## config.mk

```make
export PLATFORM = sky130hd
export DESIGN_NAME = vga_sync_gen
export DESIGN_NICKNAME = d
export VERILOG_FILES = /design/src/rtl/vga_sync_gen.sv
export SDC_FILE = /design/constraint.sdc
export NUM_CORES = 1
export LEC_CHECK = 0
export CAP_MARGIN = 25
export CORE_MARGIN = 1.5
export CORE_UTILIZATION = 53
export DETAILED_ROUTE_END_ITERATION = 10
export GPL_TIMING_DRIVEN = 0
export PLACE_DENSITY = 0.83
export SETUP_SLACK_MARGIN = 0.1
export SLEW_MARGIN = 20
export SYNTH_ARGS = -nofsm -noshare
export SYNTH_HDL_FRONTEND = slang
export SYNTH_SLANG_ARGS = --single-unit
export TNS_END_PERCENT = 30
```

## constraint.sdc

```tcl
create_clock -name clk -period 3.6 [get_ports clk]
set_input_delay 0.9 -clock clk [delete_from_list [all_inputs] [get_ports clk]]
set_output_delay 0.9 -clock clk [all_outputs]
set_load 0.01 [all_outputs]
```

## src/rtl/vga_sync_gen.sv

```systemverilog
// VGA timing generator: pixel/line counters with horizontal and vertical phase FSMs
// producing registered sync, blanking and line/frame start pulses on pix_en ticks.
module vga_sync_gen #(
  parameter int unsigned H_ACTIVE     = 640,
  parameter int unsigned H_FP         = 16,
  parameter int unsigned H_SYNC       = 96,
  parameter int unsigned H_BP         = 48,
  parameter int unsigned V_ACTIVE     = 480,
  parameter int unsigned V_FP         = 10,
  parameter int unsigned V_SYNC       = 2,
  parameter int unsigned V_BP         = 33,
  parameter bit          SYNC_ACT_LOW = 1'b1
) (
  input  logic       clk,
  input  logic       rst,
  input  logic       pix_en,
  output logic       hsync,
  output logic       vsync,
  output logic       video_on,
  output logic [9:0] x,
  output logic [9:0] y,
  output logic       line_start,
  output logic       frame_start
);

  localparam int unsigned H_TOTAL = H_ACTIVE + H_FP + H_SYNC + H_BP;
  localparam int unsigned V_TOTAL = V_ACTIVE + V_FP + V_SYNC + V_BP;

  generate
    if (H_TOTAL > 1024 || V_TOTAL > 1024) begin : g_cfg_error
      $error("vga_sync_gen: H_TOTAL (%0d) and V_TOTAL (%0d) must not exceed 1024",
             H_TOTAL, V_TOTAL);
    end
  endgenerate

  localparam logic [9:0] H_LAST       = 10'(H_TOTAL - 1);
  localparam logic [9:0] H_FP_START   = 10'(H_ACTIVE);
  localparam logic [9:0] H_SYNC_START = 10'(H_ACTIVE + H_FP);
  localparam logic [9:0] H_BP_START   = 10'(H_ACTIVE + H_FP + H_SYNC);
  localparam logic [9:0] V_LAST       = 10'(V_TOTAL - 1);
  localparam logic [9:0] V_FP_START   = 10'(V_ACTIVE);
  localparam logic [9:0] V_SYNC_START = 10'(V_ACTIVE + V_FP);
  localparam logic [9:0] V_BP_START   = 10'(V_ACTIVE + V_FP + V_SYNC);

  // Level driven on hsync/vsync outside the sync pulse.
  localparam logic SYNC_IDLE = SYNC_ACT_LOW;

  typedef enum logic [1:0] {
    PH_ACT,
    PH_FP,
    PH_SYNC,
    PH_BP
  } phase_t;

  phase_t     h_state, h_state_nxt;
  phase_t     v_state, v_state_nxt;
  logic [9:0] x_nxt, y_nxt;
  logic       h_wrap, v_wrap;
  logic       hsync_nxt, vsync_nxt, video_on_nxt;

  // Counter arithmetic; y only moves on the horizontal wrap.
  always_comb begin
    // NOTE: every signal gets a default before any branch so no latch is inferred.
    x_nxt  = x;
    y_nxt  = y;
    h_wrap = pix_en && (x == H_LAST);
    v_wrap = h_wrap && (y == V_LAST);
    if (pix_en) begin
      x_nxt = h_wrap ? 10'd0 : x + 10'd1;
    end
    if (h_wrap) begin
      y_nxt = v_wrap ? 10'd0 : y + 10'd1;
    end
  end

  // Phase FSMs look at the counter value being loaded, so the registered phase
  // always describes the registered (x,y) with no extra cycle of lag.
  always_comb begin
    h_state_nxt = h_state;
    if (pix_en) begin
      case (h_state)
        PH_ACT:  if (x_nxt == H_FP_START)   h_state_nxt = PH_FP;
        PH_FP:   if (x_nxt == H_SYNC_START) h_state_nxt = PH_SYNC;
        PH_SYNC: if (x_nxt == H_BP_START)   h_state_nxt = PH_BP;
        PH_BP:   if (h_wrap)                h_state_nxt = PH_ACT;
        default:                            h_state_nxt = PH_BP;
      endcase
    end
  end

  always_comb begin
    v_state_nxt = v_state;
    if (h_wrap) begin
      case (v_state)
        PH_ACT:  if (y_nxt == V_FP_START)   v_state_nxt = PH_FP;
        PH_FP:   if (y_nxt == V_SYNC_START) v_state_nxt = PH_SYNC;
        PH_SYNC: if (y_nxt == V_BP_START)   v_state_nxt = PH_BP;
        PH_BP:   if (v_wrap)                v_state_nxt = PH_ACT;
        default:                            v_state_nxt = PH_BP;
      endcase
    end
  end

  always_comb begin
    hsync_nxt    = (h_state_nxt == PH_SYNC) ? ~SYNC_IDLE : SYNC_IDLE;
    vsync_nxt    = (v_state_nxt == PH_SYNC) ? ~SYNC_IDLE : SYNC_IDLE;
    video_on_nxt = (h_state_nxt == PH_ACT) && (v_state_nxt == PH_ACT);
  end

  always_ff @(posedge clk or posedge rst) begin
    // NOTE: sequential state uses non-blocking assignments so all registers
    // sample the pre-edge values regardless of statement order.
    if (rst) begin
      h_state <= PH_BP;
      v_state <= PH_BP;
    end else begin
      h_state <= h_state_nxt;
      v_state <= v_state_nxt;
    end
  end

  // Pulses are rewritten every clk (0 on idle clocks); everything else holds
  // unless pix_en is high.
  always_ff @(posedge clk or posedge rst) begin
    if (rst) begin
      x           <= H_LAST;
      y           <= V_LAST;
      hsync       <= SYNC_IDLE;
      vsync       <= SYNC_IDLE;
      video_on    <= 1'b0;
      line_start  <= 1'b0;
      frame_start <= 1'b0;
    end else begin
      line_start  <= h_wrap;
      frame_start <= v_wrap;
      if (pix_en) begin
        x        <= x_nxt;
        y        <= y_nxt;
        hsync    <= hsync_nxt;
        vsync    <= vsync_nxt;
        video_on <= video_on_nxt;
      end
    end
  end

endmodule

```

==> metrics.csv <==
metric,value,unit
input/output buffers,26,
Initial Util,57.08,%
prevailing post-synth register cell,dfstp_2,
post-route minimum period,3138,ps
Startpoint Class,flip-flop,
Synth top area share,23.55,%
"Seq/Total Area, Yosys",41.77,%
Rel. slew slack,55.22,%
Sw Pwr,308.2,uW
global route total overflow,0,
fin area,0.002183,sq mm
fmax,318.7,MHz
Yosys reg bits,29,
Syn. warnings,0,
first-pass GRT wire length,6934,microns
reg2reg start,x[0],
WP data required,3820,ps
clk_skew,8.159,ps
Root Driver,clkbuf_4,
# DRC,0,
die extent in y,61.04,microns
Final Setup Violations,0,
flop2flop setup slack,460,ps
H-tree levels,2,
Setup crit end kind,flip-flop,
largest net degree at the start of global routing,17,
Syn Inst Count,198,
via count,1650,
Ports,28,
std cell rows,20,
power per cell area,424.0,mW/mm^2
Multi-input gate area,964.7,sq um
FF-to-FF path depth,11,
clk buf depth,2,
Hold Crit Class,reg2reg,
Hold Startpoint,vsync,
Reg power frac,51.3,%
# nets final,238,
WHS,495.2,ps
Yosys cell types,57,
reg2reg end,video_on,
Max IR drop VDD,0.3473,mV
routed wire length,4219,microns
Slew @ Worst Pin,662.1,ps
status,"complete, no violations",
"Slew Viols, Final",0,
Internal,617.6,uW
"leading cell types in the layout, fill and taps excluded","nand2_1 (26), clkdlybuf4s50_1 (26), dfstp_2 (16)",
CP Cell Sequence,ha_1 > nand4_1 > or3_4 > inv_1 > clkbuf_1 > and4_1 > o211ai_1 > o31a_1 > nor2_2 > inv_2 > o41ai_2,
crit path max fanout,10,
Gate power share,28.5,%
crit path DAT,3360,ps
Critical Setup Path Class,reg2reg,
FILL cells,257,
layout cell share with drive strength beyond 1,15.88,%
die width,61.04,microns
Clock power frac,20.2,%
"top cells by area, synth","dfstp_2 (24%), dfrtp_1 (18%), nand2_1 (5.5%)",
cts repair resizes,0,
CTS tree,yes,
Hold Path End,vsync,
insertion delay to the later sink of the worst-skew pair,330,ps
Core ar.,0.003128,sq mm
CP peak stage delay,600,ps
Global Route Usage Sum,25.27,%
Final WS setup,462.3,ps
CP max-delay cell,dfstp_2,
vias in the first global route,1449,
Post-CTS Setup Bufs,0,
Max Cap Violations,0,
GPL Wtd Cong,0.8992,
Worst-path clk slew,80,ps
static leakage,0.0008335,uW
Placement Cell Area,0.002128,sq mm
initial antenna violation count,0,
Post-synth ARST share,100.0,%
# hold bufs at CTS,0,
"delay-heaviest family, CP",simple AND/OR/NAND/NOR gates,
DIE AREA,0.003726,sq mm
unrepaired setup endpoints after global routing,no,
Syn Area/Cell,9.017,sq um
"Net Count, Synth",204,
DR iter-0 viols,148,
Layout Utilization,69.80,%
Via density,5.957,
area delta synth->final,22.28,%
worst hold stages,2,
register area,745.7,sq um
sw frac,33.29,%
setup TNS,0,ps
WL/cell,15.23,microns
post-route ant nets,0,
post-DP HPWL,3059,microns
Syn Std Cell Area,0.001785,sq mm
final worst-path cycle share,87.16,%
post-place setup slack,278.8,ps
final hold violation count,0,
Pre-Repair DR Iteration Count,4,
largest area contributor in the netlist,dfstp_2,
CP Buf/Inv Count,3,
Antenna diodes,0,
Clock Sinks,29,
Post-synth EDFFs,0,
Num CTS Buffers,5,
power by group through the flow:
stage                     Clock, uW  Sequential, uW  Combinational [uW]
after global routing            205             482                 288
after global placement            0             472                 252
final                           187             475                 264
after detailed placement          0             479                 263
after floorplan                   0             481                 131
after CTS                       194             473                 264
per-layer routing:
| metal | vias to the layer above | GRT usage, % | wire length (microns) |
|---|---|---|---|
| met5 | - | 0 | 0 |
| met4 | 0 | 9.006 | 59 |
| met3 | 6 | 5.882 | 302 |
| met2 | 71 | 36.32 | 1913 |
| met1 | 783 | 37.25 | 1943 |
| li1 | 790 | - | - |
sequential cells by signal (all words and copies together), names as in the netlist:
register and count:
frame_start 1, h_state 2, video_on 1, y 10
vsync 1, hsync 1, x 10, line_start 1
v_state 2
cell type report:
type / instances / area share, %
plain buffers: 9 / 2.006
clock buffers: 8 / 2.235
inverters: 10 / 1.719
multi-input cells: 150 / 44.18
flip-flops and latches: 29 / 34.15
well taps: 44 / 2.521
repair buffers: 27 / 13.18
logic make-up (layout without fill, tap and decap cells):
| logic type | after synthesis | in the layout | share of synthesized area [%] |
|---|---|---|---|
| XOR/XNOR | 10 | 10 | 4.905 |
| AO/OA/AOI/OAI | 45 | 45 | 17.24 |
| buffers and inverters | 19 | 54 | 4.555 |
| AND/OR/NAND/NOR | 89 | 89 | 27.61 |
| adder cells (fa/ha/maj) | 3 | 3 | 2.103 |
| multiplexers | 3 | 3 | 1.822 |
| flip-flops | 29 | 29 | 41.77 |
synthesized netlist by cell type (2+ instances only):
master	n
nand2_1	26
dfstp_2	16
dfrtp_1	13
nor2_1	13
o21ai_0	12
nand3_1	10
inv_1	9
a21oi_1	8
or3_1	7
clkbuf_1	6
xnor2_1	6
nand4_1	5
xor2_1	4
ha_1	3
nand4b_1	3
nor4_1	3
o211ai_1	3
a2111oi_0	2
a31oi_1	2
and2_1	2
and3_1	2
and4_1	2
buf_2	2
mux2_2	2
nand2b_1	2
nor3_1	2
o21a_1	2
o31ai_1	2
worst max-delay path by stage:
stage | to | slack (ps) | startpoint | cells after the start
final | video_on | 460 | x[0] | 11
after global routing | video_on | 260 | x[0] | 11
after CTS | video_on | 480 | x[0] | 11
after detailed placement | video_on | 280 | pix_en | 11
after global placement | video_on | 340 | pix_en | 11
after floorplan | video_on | 600 | pix_en | 10
worst min-delay path, stage by stage (launching register included):
cell and delay [ps]:
dfstp_2 380, nor2_1 80, a31oi_1 50
stage by stage:
stage               total power [uW]  cells
global placement               723.8    268
floorplan                      611.3    198
CTS                            931.9    277
detailed placement             741.8    269
global route                   975.5    277
finish                         925.7    277
(Power assumes the default switching activity.)
